==> config.mk <==
export PLATFORM = sky130hd
export DESIGN_NAME = mem_access_unit
export DESIGN_NICKNAME = d
export VERILOG_FILES = /design/src/rtl/mem_access_unit.sv
export SDC_FILE = /design/constraint.sdc
export NUM_CORES = 1
export LEC_CHECK = 0
export ABC_CLOCK_PERIOD_IN_PS = 2700
export CORE_UTILIZATION = 30
export DETAILED_ROUTE_END_ITERATION = 8
export SLEW_MARGIN = 5
export SYNTH_ARGS = -nofsm -noshare
export SYNTH_HDL_FRONTEND = slang
export SYNTH_SLANG_ARGS = --single-unit
==> constraint.sdc <==
create_clock -name clk -period 2.7 [get_ports clk]
set_input_delay 0.54 -clock clk [delete_from_list [all_inputs] [get_ports clk]]
set_output_delay 0.54 -clock clk [all_outputs]
set_load 0.03 [all_outputs]
==> src/rtl/mem_access_unit.sv <==
// MEM-stage data-memory access controller: req/ready port, byte/half/word lane steering,
// load extension and pipeline stall.
// Optional feature: define DMEM_TIMEOUT_EN to abort accesses that see no ready for
// TIMEOUT_CYCLES cycles. Without it, BUSY waits indefinitely and o_bus_err is tied to 0.
module mem_access_unit #(
  parameter int unsigned DATA_WIDTH     = 32,
  parameter int unsigned STRB_WIDTH     = 4,
  parameter int unsigned TIMEOUT_CYCLES = 16
) (
  input  logic                  clk,
  input  logic                  i_rst_n,
  input  logic                  i_valid,
  input  logic                  i_mem_read,
  input  logic                  i_mem_write,
  input  logic [2:0]            i_funct3,
  input  logic [DATA_WIDTH-1:0] i_addr,
  input  logic [DATA_WIDTH-1:0] i_wdata,
  output logic                  o_stall,
  output logic [DATA_WIDTH-1:0] o_rdata,
  output logic                  o_rvalid,
  output logic                  o_misaligned,
  output logic                  o_bus_err,
  output logic                  o_dmem_req,
  output logic                  o_dmem_we,
  output logic [DATA_WIDTH-1:0] o_dmem_addr,
  output logic [DATA_WIDTH-1:0] o_dmem_wdata,
  output logic [STRB_WIDTH-1:0] o_dmem_wstrb,
  input  logic                  i_dmem_ready,
  input  logic [DATA_WIDTH-1:0] i_dmem_rdata
);

  if (DATA_WIDTH != 32 || STRB_WIDTH != DATA_WIDTH / 8 || TIMEOUT_CYCLES == 0) begin : g_param_err
    $error("mem_access_unit: unsupported parameter combination");
  end

  typedef enum logic [1:0] {StIdle, StBusy, StDone} state_e;

  state_e                  state_q, state_d;
  logic [DATA_WIDTH-1:0]   rdata_q, rdata_d;
  logic                    rvalid_q, rvalid_d;
  logic                    mis_q, mis_d;
  logic                    bus_err_q, bus_err_d;
  logic                    req_q, req_d;
  logic                    we_q, we_d;
  logic [DATA_WIDTH-1:0]   addr_q, addr_d;
  logic [DATA_WIDTH-1:0]   wdata_q, wdata_d;
  logic [STRB_WIDTH-1:0]   wstrb_q, wstrb_d;
  logic [1:0]              off_q, off_d;
  logic [2:0]              f3_q, f3_d;

`ifdef DMEM_TIMEOUT_EN
  localparam int unsigned CntW = (TIMEOUT_CYCLES > 1) ? $clog2(TIMEOUT_CYCLES) : 1;
  localparam logic [CntW-1:0] CntLast = CntW'(TIMEOUT_CYCLES - 1);
  logic [CntW-1:0]         cnt_q, cnt_d;
`endif

  logic                    acc, is_byte, is_half, misaligned;
  logic [DATA_WIDTH-1:0]   st_wdata, ld_shift, ld_data;
  logic [STRB_WIDTH-1:0]   st_wstrb;

  // Access decode, alignment check and store lane steering from the EX/MEM inputs
  always_comb begin
    acc     = i_valid & (i_mem_read | i_mem_write);
    is_byte = (i_funct3 == 3'b000) || (i_funct3 == 3'b100);
    is_half = (i_funct3 == 3'b001) || (i_funct3 == 3'b101);
    // Undefined funct3 encodings fall through to word handling
    if (is_byte)      misaligned = 1'b0;
    else if (is_half) misaligned = i_addr[0];
    else              misaligned = (i_addr[1:0] != 2'b00);
    st_wdata = i_wdata;
    st_wstrb = '1;
    if (is_byte) begin
      st_wdata = {STRB_WIDTH{i_wdata[7:0]}};
      st_wstrb = STRB_WIDTH'(1) << i_addr[1:0];
    end else if (is_half) begin
      st_wdata = {(STRB_WIDTH / 2){i_wdata[15:0]}};
      st_wstrb = STRB_WIDTH'(3) << i_addr[1:0];
    end
  end

  // Load extraction and sign/zero extension using the registered offset and size
  always_comb begin
    ld_shift = i_dmem_rdata >> {off_q, 3'b000};
    unique case (f3_q)
      3'b000:  ld_data = {{(DATA_WIDTH - 8){ld_shift[7]}}, ld_shift[7:0]};
      3'b100:  ld_data = {{(DATA_WIDTH - 8){1'b0}}, ld_shift[7:0]};
      3'b001:  ld_data = {{(DATA_WIDTH - 16){ld_shift[15]}}, ld_shift[15:0]};
      3'b101:  ld_data = {{(DATA_WIDTH - 16){1'b0}}, ld_shift[15:0]};
      default: ld_data = i_dmem_rdata;
    endcase
  end

  // Next-state and registered-output logic
  always_comb begin
    state_d   = state_q;
    rdata_d   = rdata_q;
    rvalid_d  = 1'b0;
    mis_d     = 1'b0;
    bus_err_d = 1'b0;
    req_d     = req_q;
    we_d      = we_q;
    addr_d    = addr_q;
    wdata_d   = wdata_q;
    wstrb_d   = wstrb_q;
    off_d     = off_q;
    f3_d      = f3_q;
`ifdef DMEM_TIMEOUT_EN
    cnt_d     = cnt_q;
`endif
    unique case (state_q)
      StIdle: begin
        if (acc && misaligned) begin
          mis_d = 1'b1;
        end else if (acc) begin
          req_d   = 1'b1;
          we_d    = ~i_mem_read;
          addr_d  = {i_addr[DATA_WIDTH-1:2], 2'b00};
          wdata_d = st_wdata;
          wstrb_d = i_mem_read ? '0 : st_wstrb;
          off_d   = i_addr[1:0];
          f3_d    = i_funct3;
          state_d = StBusy;
`ifdef DMEM_TIMEOUT_EN
          cnt_d   = '0;
`endif
        end
      end
      StBusy: begin
        if (i_dmem_ready) begin
          if (!we_q) rdata_d = ld_data;
          req_d    = 1'b0;
          rvalid_d = 1'b1;
          state_d  = StDone;
`ifdef DMEM_TIMEOUT_EN
        end else if (cnt_q == CntLast) begin
          req_d     = 1'b0;
          bus_err_d = 1'b1;
          state_d   = StDone;
        end else begin
          cnt_d = cnt_q + 1'b1;
`endif
        end
      end
      StDone:  state_d = StIdle;
      default: state_d = StIdle;
    endcase
  end

  // State and output registers with synchronous active-low reset
  always_ff @(posedge clk) begin
    if (!i_rst_n) begin
      state_q   <= StIdle;
      rdata_q   <= '0;
      rvalid_q  <= 1'b0;
      mis_q     <= 1'b0;
      bus_err_q <= 1'b0;
      req_q     <= 1'b0;
      we_q      <= 1'b0;
      addr_q    <= '0;
      wdata_q   <= '0;
      wstrb_q   <= '0;
      off_q     <= '0;
      f3_q      <= '0;
`ifdef DMEM_TIMEOUT_EN
      cnt_q     <= '0;
`endif
    end else begin
      state_q   <= state_d;
      rdata_q   <= rdata_d;
      rvalid_q  <= rvalid_d;
      mis_q     <= mis_d;
      bus_err_q <= bus_err_d;
      req_q     <= req_d;
      we_q      <= we_d;
      addr_q    <= addr_d;
      wdata_q   <= wdata_d;
      wstrb_q   <= wstrb_d;
      off_q     <= off_d;
      f3_q      <= f3_d;
`ifdef DMEM_TIMEOUT_EN
      cnt_q     <= cnt_d;
`endif
    end
  end

  // Stall covers the accepting IDLE cycle and every BUSY cycle
  always_comb begin
    o_stall = (state_q == StBusy) || ((state_q == StIdle) && acc && !misaligned);
  end

  assign o_rdata      = rdata_q;
  assign o_rvalid     = rvalid_q;
  assign o_misaligned = mis_q;
`ifdef DMEM_TIMEOUT_EN
  assign o_bus_err    = bus_err_q;
`else
  assign o_bus_err    = 1'b0;
`endif
  assign o_dmem_req   = req_q;
  assign o_dmem_we    = we_q;
  assign o_dmem_addr  = addr_q;
  assign o_dmem_wdata = wdata_q;
  assign o_dmem_wstrb = wstrb_q;

endmodule

==> flow_metrics.env, run 1 <==
export IMPL_status="completed"
export IMPL_min_path_cells=2
export IMPL_nNetsFinal=903
export IMPL_overflow=0
export IMPL_insertion_delay_ns=0.35
export IMPL_p_leak_uw=0.00268
export IMPL_clk_path_buf_depth=2
export IMPL_hold_violations=0
export IMPL_cts_resized=0
export IMPL_drive_above_1_share=0.0751
export IMPL_antenna_found_initial=0
export IMPL_portBuffers=207
export IMPL_numCtsBuffers=9
export IMPL_rsz0062_at_grt="no"
export IMPL_cp_end_kind="primary output"
export IMPL_place_gp_congestion=0.908
export IMPL_cts_root_buffer="clkbuf_16"
export IMPL_reg2regPathDepth=5
export IMPL_final_antenna_net_count=0
export IMPL_grt_max_degree=42
export IMPL_period_needed_ns=2.58
export IMPL_syn_area_per_cell_um2=8.49
export IMPL_antenna_cells=0
export IMPL_nFillCells=1625
export IMPL_setup_viol=0
export IMPL_multi_input_area_um2=2740
export IMPL_yosys_area_top_type_share=0.416
export IMPL_slew_headroom=0.561
export IMPL_yosys_warnings=0
export IMPL_synth_seq_cells=109
export IMPL_dpl_hpwl_um=13100
export IMPL_hold_path_class="flop to flop"
export IMPL_wire_per_inst_um=17.8
export IMPL_initialDrtViolationCount=374
export IMPL_tns_ns=0
export IMPL_die_height_um=134
export IMPL_yosysSeqAreaShare=0.416
export IMPL_viasPerCell=5.35
export IMPL_async_flop_share=0
export IMPL_coreArea_um2=16800
export IMPL_power_density_nw_per_um2=549
export IMPL_critPathLaunchType="input port"
export IMPL_synth_edf_count=0
export IMPL_fin_area_um2=7910
export IMPL_drt_total_wl_um=18200
export IMPL_slew_violations=0
export IMPL_cts_sinks=109
export IMPL_ys_flop_type="dfxtp_1"
export IMPL_grtUsageTotal=0.197
export IMPL_dr_pass1_iters=7
export IMPL_yosysTopAreaCell="dfxtp_1"
export IMPL_synth_area_leaders="dfxtp_1, a21oi_1, o21ai_0, mux2i_1, nand3_1"
export IMPL_clk_pin_slew_worst_paths_ns=0.07
export IMPL_grt_pass1_vias=5005
export IMPL_dieArea_um2=18000
export IMPL_row_count=47
export IMPL_area_growth_pct=50.8
export IMPL_cp_max_fo=4
export IMPL_route_detailed_drc=0
export IMPL_cts_hold_buf=0
export IMPL_synth_area_um2=5250
export IMPL_worst_pin_slew_ns=0.658
export IMPL_max_clock_freq_ghz=0.388
export IMPL_dieWidth_um=134
export IMPL_yosys_cell_types_count=41
export IMPL_postCtsSetupRepairBufs=0
export IMPL_fin_crit_sh=0.955
export IMPL_clock_skew_ns=0.00756
export IMPL_required_ns=2.16
export IMPL_grt_pass1_wl_um=27800
export IMPL_cts_tree="built"
export IMPL_htree_num_levels=3
export IMPL_worstPathArrival_ns=2.04
export IMPL_placed_area_um2=7550
export IMPL_maxCapViolCount=0
export IMPL_peakVddDrop_v=0.000299
export IMPL_start_util=0.312
export IMPL_syn_instance_count=618
export IMPL_critPathKind="input port to primary output"
export IMPL_vias=5449
export IMPL_io_pins=211
export IMPL_regArea_um2=2180
placed cells by master, fill, tap and decap left out, types with 2 or more instances in the layout:
master / count
a211oi_1: 10
a21oi_1: 84
a2bb2oi_1: 7
a311oi_1: 8
a31oi_1: 6
a31oi_4: 10
and3_1: 2
buf_12: 5
buf_4: 24
bufinv_16: 4
clkbuf_1: 3
clkbuf_16: 9
clkdlybuf4s50_1: 206
conb_1: 3
dfxtp_1: 109
ha_1: 4
inv_1: 3
mux2_2: 2
mux2i_1: 36
nand2_1: 48
nand2b_1: 4
nand3_1: 51
nand3b_1: 7
nor2_1: 22
nor2b_1: 3
nor3_1: 2
o2111ai_1: 4
o211ai_1: 8
o21ai_0: 82
o21ai_1: 7
o2bb2ai_1: 7
o32ai_1: 7
or3_1: 2
stage by stage:
step | std cells | utilization | total power, uW | worst slack, ns | hold slack [ns]
3_3_place_gp | 1003 | 0.449 | 2750 | 0.234 | 0.461
2_1_floorplan | 620 | - | 2310 | 0.236 | 0.466
3_5_place_dp | 1003 | 0.449 | 2770 | 0.193 | 0.466
4_1_cts | 1019 | 0.470 | 4390 | 0.177 | 0.476
5_1_grt | 1019 | 0.470 | 4520 | 0.0631 | 0.495
6_report | 1019 | 0.470 | 4350 | 0.121 | 0.475
critical path: stages:
cell	delay [ns]
clkdlybuf4s50_1	0.42
inv_1	0.11
ha_1	0.24
mux2i_4	0.11
o21ai_0	0.37
buf_4	0.25
report_power, final:
group,leakage [uW],switching (uW),internal [uW]
Combinational,0.00162,558,435
Clock,0.000171,610,1000
Sequential,0.000887,51.5,1690
Total,0.00268,1220,3130
cells in the mapped netlist (2+ instances only):
master and n:
a211oi_1 10, a21oi_1 84, a2bb2oi_1 7, a311oi_1 8
a31oi_1 6, a31oi_4 10, and3_1 2, buf_1 12
buf_12 2, buf_2 2, buf_4 4, clkbuf_1 51
dfxtp_1 109, ha_1 4, inv_1 4, mux2_2 2
mux2i_1 37, nand2_1 48, nand2b_1 4, nand3_1 51
nand3b_1 7, nor2_1 22, nor2b_1 3, nor3_1 2
o2111ai_1 4, o211ai_1 8, o21ai_0 82, o21ai_1 7
o2bb2ai_1 7, o32ai_1 7, or3_1 2
registers in the layout, indices dropped and copies added, names as in the netlist:
register      cells
o_dmem_wdata     32
o_rdata          32
o_dmem_addr      30
o_dmem_wstrb      4
f3_q              3
off_q             2
state_q           2
o_dmem_req        1
o_dmem_we         1
o_misaligned      1
o_rvalid          1
cell type report:
| type | count | area share |
|---|---|---|
| multi-input cells | 435 | 0.346 |
| well taps | 220 | 0.0348 |
| flip-flops and latches | 109 | 0.276 |
| repair buffers | 235 | 0.296 |
| clock buffers | 12 | 0.0299 |
| clock inverters | 4 | 0.0152 |
| inverters | 4 | 0.00190 |
routing by layer:
| metal | part of all wire | GRT usage | wire length [um] | vias up |
|---|---|---|---|---|
| li1 | - | - | - | 2596 |
| met1 | 0.44 | 0.261 | 8000 | 2614 |
| met2 | 0.46 | 0.303 | 8360 | 211 |
| met3 | 0.071 | 0.0461 | 1300 | 28 |
| met4 | 0.028 | 0.0905 | 516 | 0 |
| met5 | 0 | 0 | 0 | - |
path summary, 6_finish.rpt:
kind | end | start | slack, ns
hold / removal | o_dmem_wstrb[1]$_SDFFE_PN0P_ | o_dmem_wstrb[1]$_SDFFE_PN0P_ | 0.48
setup / recovery | o_stall | i_addr[1] | 0.12
hold reg to reg | o_dmem_wstrb[1]$_SDFFE_PN0P_ | o_dmem_wstrb[1]$_SDFFE_PN0P_ | 0.48
setup reg to reg | o_rdata[24]$_SDFFE_PN0P_ | off_q[0]$_SDFFE_PN0P_ | 0.46
cells by family (layout without fill, tap and decap cells):
kind of cell,count (synthesis),after routing,share of synthesized area
and+or+nand+nor,144,144,0.129
muxes,40,40,0.0792
other,1,3,0.000715
buffers and inverters,76,255,0.0654
adders and majority gates,4,4,0.00954
DFF,109,109,0.416
AOI/OAI and AO/OA,244,244,0.300
Note: power is estimated with default switching activity, not from simulation.
==> run 2: changes to the inputs <==
Settings changed: CTS_CLUSTER_SIZE from default to 30.
==> results of run 2 <==
The final DEF is identical to that of run 1; final timing and power are the same.
